===== src/rtl/mul_div_unit.sv =====
// Iterative 32-bit multiply/divide unit: one bit per cycle, 33 cycles from accept to result.
// hi/lo double as the MTHI/MTLO architectural registers.
module mul_div_unit (
  input  logic        clk,
  input  logic        reset,
  input  logic        start,
  input  logic [1:0]  op,
  input  logic [31:0] in1,
  input  logic [31:0] in2,
  input  logic        mthi,
  input  logic        mtlo,
  output logic        busy,
  output logic        done,
  output logic        div_zero,
  output logic [31:0] hi,
  output logic [31:0] lo
);
  // state  | meaning
  // S_IDLE | waiting for start; mthi/mtlo accepted here
  // S_CALC | 32 shift-add / shift-subtract iterations
  // S_FIX  | sign correction and hi/lo write-back
  typedef enum logic [1:0] {S_IDLE, S_CALC, S_FIX} state_t;

  state_t      state_q, state_d;
  logic [4:0]  cnt_q, cnt_d;
  logic        is_div_q, is_div_d;
  logic        dz_q, dz_d;
  logic        neg_lo_q, neg_lo_d;
  logic        neg_hi_q, neg_hi_d;
  logic [31:0] b_q, b_d;
  logic [63:0] p_q, p_d;
  logic        done_q, done_d;
  logic        div_zero_q, div_zero_d;
  logic [31:0] hi_q, hi_d;
  logic [31:0] lo_q, lo_d;

  logic        s1, s2, ge;
  logic [31:0] a_abs, b_abs, rem_n;
  logic [32:0] sum, rem_sh;

  always_comb begin
    state_d    = state_q;
    cnt_d      = cnt_q;
    is_div_d   = is_div_q;
    dz_d       = dz_q;
    neg_lo_d   = neg_lo_q;
    neg_hi_d   = neg_hi_q;
    b_d        = b_q;
    p_d        = p_q;
    done_d     = 1'b0;
    div_zero_d = div_zero_q;
    hi_d       = hi_q;
    lo_d       = lo_q;

    s1     = op[0] & in1[31];
    s2     = op[0] & in2[31];
    a_abs  = s1 ? -in1 : in1;
    b_abs  = s2 ? -in2 : in2;
    sum    = {1'b0, p_q[63:32]} + {1'b0, b_q};
    // Partial remainder shifted left by one with the next dividend bit pulled in.
    rem_sh = p_q[63:31];
    ge     = rem_sh >= {1'b0, b_q};
    rem_n  = ge ? rem_sh[31:0] - b_q : rem_sh[31:0];

    case (state_q)
      S_IDLE: begin
        if (start) begin
          state_d  = S_CALC;
          cnt_d    = 5'd31;
          is_div_d = op[1];
          dz_d     = (in2 == 32'd0);
          neg_lo_d = s1 ^ s2;
          neg_hi_d = op[1] ? s1 : (s1 ^ s2);
          b_d      = op[1] ? b_abs : a_abs;
          p_d      = op[1] ? {32'd0, a_abs} : {32'd0, b_abs};
        end else begin
          if (mthi) hi_d = in1;
          if (mtlo) lo_d = in1;
        end
      end
      S_CALC: begin
        if (is_div_q)
          p_d = {rem_n, p_q[30:0], ge};
        else
          p_d = p_q[0] ? {sum, p_q[31:1]} : {1'b0, p_q[63:1]};
        if (cnt_q == 5'd0)
          state_d = S_FIX;
        else
          cnt_d = cnt_q - 5'd1;
      end
      S_FIX: begin
        state_d    = S_IDLE;
        done_d     = 1'b1;
        div_zero_d = is_div_q & dz_q;
        // A zero divisor leaves the dividend in the remainder and all ones in the quotient.
        if (is_div_q && dz_q) begin
          hi_d = p_q[63:32];
          lo_d = p_q[31:0];
        end else if (is_div_q) begin
          hi_d = neg_hi_q ? -p_q[63:32] : p_q[63:32];
          lo_d = neg_lo_q ? -p_q[31:0]  : p_q[31:0];
        end else begin
          {hi_d, lo_d} = neg_lo_q ? -p_q : p_q;
        end
      end
      default: state_d = S_IDLE;
    endcase
  end

  always_ff @(posedge clk) begin
    if (reset) begin
      state_q    <= S_IDLE;
      cnt_q      <= 5'd0;
      is_div_q   <= 1'b0;
      dz_q       <= 1'b0;
      neg_lo_q   <= 1'b0;
      neg_hi_q   <= 1'b0;
      b_q        <= 32'd0;
      p_q        <= 64'd0;
      done_q     <= 1'b0;
      div_zero_q <= 1'b0;
      hi_q       <= 32'd0;
      lo_q       <= 32'd0;
    end else begin
      state_q    <= state_d;
      cnt_q      <= cnt_d;
      is_div_q   <= is_div_d;
      dz_q       <= dz_d;
      neg_lo_q   <= neg_lo_d;
      neg_hi_q   <= neg_hi_d;
      b_q        <= b_d;
      p_q        <= p_d;
      done_q     <= done_d;
      div_zero_q <= div_zero_d;
      hi_q       <= hi_d;
      lo_q       <= lo_d;
    end
  end

  assign busy     = (state_q != S_IDLE);
  assign done     = done_q;
  assign div_zero = div_zero_q;
  assign hi       = hi_q;
  assign lo       = lo_q;
endmodule


===== config.mk =====
export PLATFORM = sky130hd
export DESIGN_NAME = mul_div_unit
export DESIGN_NICKNAME = d
export VERILOG_FILES = /design/src/rtl/mul_div_unit.sv
export SDC_FILE = /design/constraint.sdc
export NUM_CORES = 1
export LEC_CHECK = 0
export BUFFER_PORTS_ARGS = -buffer_cell sky130_fd_sc_hd__buf_2
export CAP_MARGIN = 30
export CORE_ASPECT_RATIO = 0.7
export CORE_MARGIN = 4
export CORE_UTILIZATION = 28
export DETAILED_ROUTE_END_ITERATION = 16
export PLACE_DENSITY_LB_ADDON = 0.25
export SYNTH_ARGS = -nofsm -noshare
export SYNTH_HDL_FRONTEND = slang
export SYNTH_SLANG_ARGS = --single-unit

===== constraint.sdc =====
create_clock -name clk -period 3.2 [get_ports clk]
set_input_delay 0.64 -clock clk [delete_from_list [all_inputs] [get_ports clk]]
set_output_delay 0.64 -clock clk [all_outputs]
set_load 0.02 [all_outputs]

==> impl_metrics.yaml <==
logic_synthesis:
  yosysTopAreaCellShare: 0.240
  async_reset_ff_frac: 0
  synth_area_mm2: 0.0145
  synth-edff-count: 0
  synth_fp_nets: 2060
  yosysUniqueCellTypes: 84
  ys_top_cells_by_area: "dfxtp_1 24%, xnor2_1 6.3%, ha_1 6.1%"
  yosysSeqAreaShare: 0.240
  ys.flop_type: "dfxtp_1"
  yosysWarnings: 0
  syn-instance-count: 1917
  postSynthAreaPerCell_um2: 7.54
  ys_ff_latch: 173
  yosys.area.top_type: "dfxtp_1"
floorplan:
  coreArea_mm2: 0.0509
  dieWidth_um: 280
  fp.dieArea_mm2: 0.0554
  fp-row-count: 69
  die_y_um: 198
  io_pins: 138
  start_util: 0.284
power:
  p_per_area_mw_per_mm2: 457
  p_int_mw: 4.78
  leakage_nw: 7.46
  peakVddDrop_mv: 0.292
  power_switching_mw: 3.40
  clkPwrFrac: 0.277
  power_frac_seq: 0.304
  switching_share: 0.416
  p_comb_frac: 0.419
critical_path:
  crit_end: "p_q[51]$_SDFFE_PP0P_"
  worstReg2RegEnd: "p_q[51]$_SDFFE_PP0P_"
  cp-start-kind: "flop"
  required_ps: 3570
  path_class: "reg2reg"
  worstPathMaxFanout: 3
  r2r_start: "b_q[0]$_SDFFE_PP0P_"
  cp-startpoint: "b_q[0]$_SDFFE_PP0P_"
  r2r_slack_ps: 40
  reg2reg_depth: 13
  end_kind: "flop"
  worstPathArrival_ps: 3530
flow_run:
  cap_violations: 0
clock_tree:
  clockBufferDepth: 2
  cts_tree: "built"
  h-tree-depth: 4
  clkLatencyLatePin_ps: 480
  hold_buffers: 0
  clock_sinks: 173
  root_buffer: "clkbuf_16"
  clkSlewWorstSetupHoldPaths_ps: 90
  cts_buffers: 17
sta:
  fmax_mhz: 317
  period_minus_slack_ps: 3160
  finalSetupViolCount: 0
  fin_skew_ps: 17.7
  slew_headroom: 0.480
  hold_violations: 0
  post-route-period-util: 0.987
  rsz0062_at_grt: "yes"
  holdWs_ps: 458
  final.setup.tns_ps: 0
  worst_slew_pin_slew_ps: 780
  timing.final.max_slew_violations: 0
layout:
  layout_common_cells: "220 x buf_4, 170 x dfxtp_1, 169 x nand2_1, 169 x a21oi_1, 136 x buf_2"
  fillerInstances: 5413
  nets: 2300
  layout_commonest_cell: "buf_4"
  syn2layout_area_growth_pct: 24.1
  drive_above_1_share: 0.214
  final-seq-area_mm2: 0.00347
  instances_no_fill: 2844
  multi_input_area_mm2: 0.0103
global_route:
  track_usage: 0.234
  grt_max_degree: 120
  grt_pass1_wl_mm: 98.4
  grt_pass1_vias: 15000
  grt-ovfl-total: 0
  antenna_found_initial: 3
detailed_routing:
  ant_nets: 0
  wirelength_mm: 67.8
  viasPerCell: 5.75
  post_drt_wl_per_cell_um: 23.8
  firstDrtPassIters: 6
  vias: 16300
  drt_iter0_drc: 2210
  drc: 0
worst_hold_path:
  hp-class: "reg2reg"
outcome:
  status: "completed"
placement:
  hpwl_mm: 53.3
  place.port_buffers: 137
  gp_congestion: 0.948
  numPlacedInstances: 2806
## cells in the mapped netlist, types with 27 or more instances
| master | n |
|---|---|
| xor2_1 | 72 |
| a211oi_1 | 57 |
| nor2_1 | 133 |
| nand2_1 | 171 |
| inv_1 | 83 |
| dfxtp_1 | 173 |
| nor2b_1 | 27 |
| ha_1 | 70 |
| xnor2_1 | 104 |
| clkbuf_1 | 117 |
| nand3_1 | 30 |
| a31oi_1 | 28 |
| mux2i_1 | 46 |
| o31ai_1 | 37 |
| a22oi_1 | 63 |
| nor3_1 | 39 |
| o211ai_1 | 34 |
| o21ai_0 | 96 |
| o22ai_1 | 65 |
| a21oi_1 | 173 |
## critical path, stage by stage (launching register included)
cell and delay [ps]:
dfxtp_2 360, ha_1 190, inv_1 60, fa_1 390
nand2b_1 200, a21oi_2 180, o21ai_2 110, o31a_1 350
buf_4 200, o31ai_2 230, a21oi_1 120, xnor2_1 240
nor2_1 90, o41ai_2 360
## state kept, by name, indices dropped and copies added (netlist names)
register	cells
p_q	64
b_q	32
hi	32
lo	32
cnt_q	5
state_q	2
div_zero	1
done	1
dz_q	1
is_div_q	1
neg_hi_q	1
neg_lo_q	1
## routing by layer
layer,share of wire,track usage
met5,0.00047,0
met4,0.013,0.0401
met3,0.13,0.0948
met2,0.38,0.310
met1,0.48,0.354
## area by class of cell
class | instances | area share
tap | 674 | 0.0470
clock inverter | 14 | 0.00928
clock buffer | 17 | 0.0237
antenna | 1 | 0.000140
sequential | 173 | 0.194
multi-input combinational | 1520 | 0.573
timing repair buffer | 361 | 0.136
inverter | 84 | 0.0176
## kinds of logic after synthesis
group           synth area share
compound gates             0.317
xor+xnor                   0.107
fa+ha+maj                 0.0634
buf+inv                   0.0600
flops                      0.240
mux                       0.0350
simple gates               0.178
## through the flow
step | worst slack, ps | power, mW | utilization | area (um2)
4_1_cts | 14.1 | 8.04 | 0.350 | 17800
6_report | 43.1 | 8.18 | 0.353 | 17900
3_3_place_gp | -181 | 5.79 | 0.337 | 17200
2_1_floorplan | 136 | 4.47 | - | 14500
5_1_grt | -109 | 8.55 | 0.353 | 17900
3_5_place_dp | -237 | 5.80 | 0.337 | 17200
## what timing repair did
action | CTS | global route
endpoints found under the setup margin | 5 | 27
gates resized for setup | 10 | 27
pin swaps | 3 | 7
setup buffers | 1 | 5
## power groups by stage
stage / sequential (mW) / combinational, mW / clock, mW
4_1_cts: 2.48 / 3.29 / 2.27
3_3_place_gp: 2.53 / 3.26 / 0
3_5_place_dp: 2.53 / 3.26 / 0
2_1_floorplan: 2.55 / 1.93 / 0
6_report: 2.49 / 3.43 / 2.27
5_1_grt: 2.51 / 3.68 / 2.36
## worst min-delay path by stage
stage | startpoint | to | slack [ps] | cells past startpoint
after floorplan | b_q[13]$_SDFFE_PP0P_ | b_q[13]$_SDFFE_PP0P_ | 450 | 2
final | div_zero$_SDFFE_PP0P_ | div_zero$_SDFFE_PP0P_ | 460 | 2
after global placement | div_zero$_SDFFE_PP0P_ | div_zero$_SDFFE_PP0P_ | 440 | 2
after CTS | reset | p_q[1]$_SDFFE_PP0P_ | 470 | 2
after detailed placement | div_zero$_SDFFE_PP0P_ | div_zero$_SDFFE_PP0P_ | 460 | 2
after global routing | reset | p_q[20]$_SDFFE_PP0P_ | 470 | 2
Power figures use the tool's default switching activity.
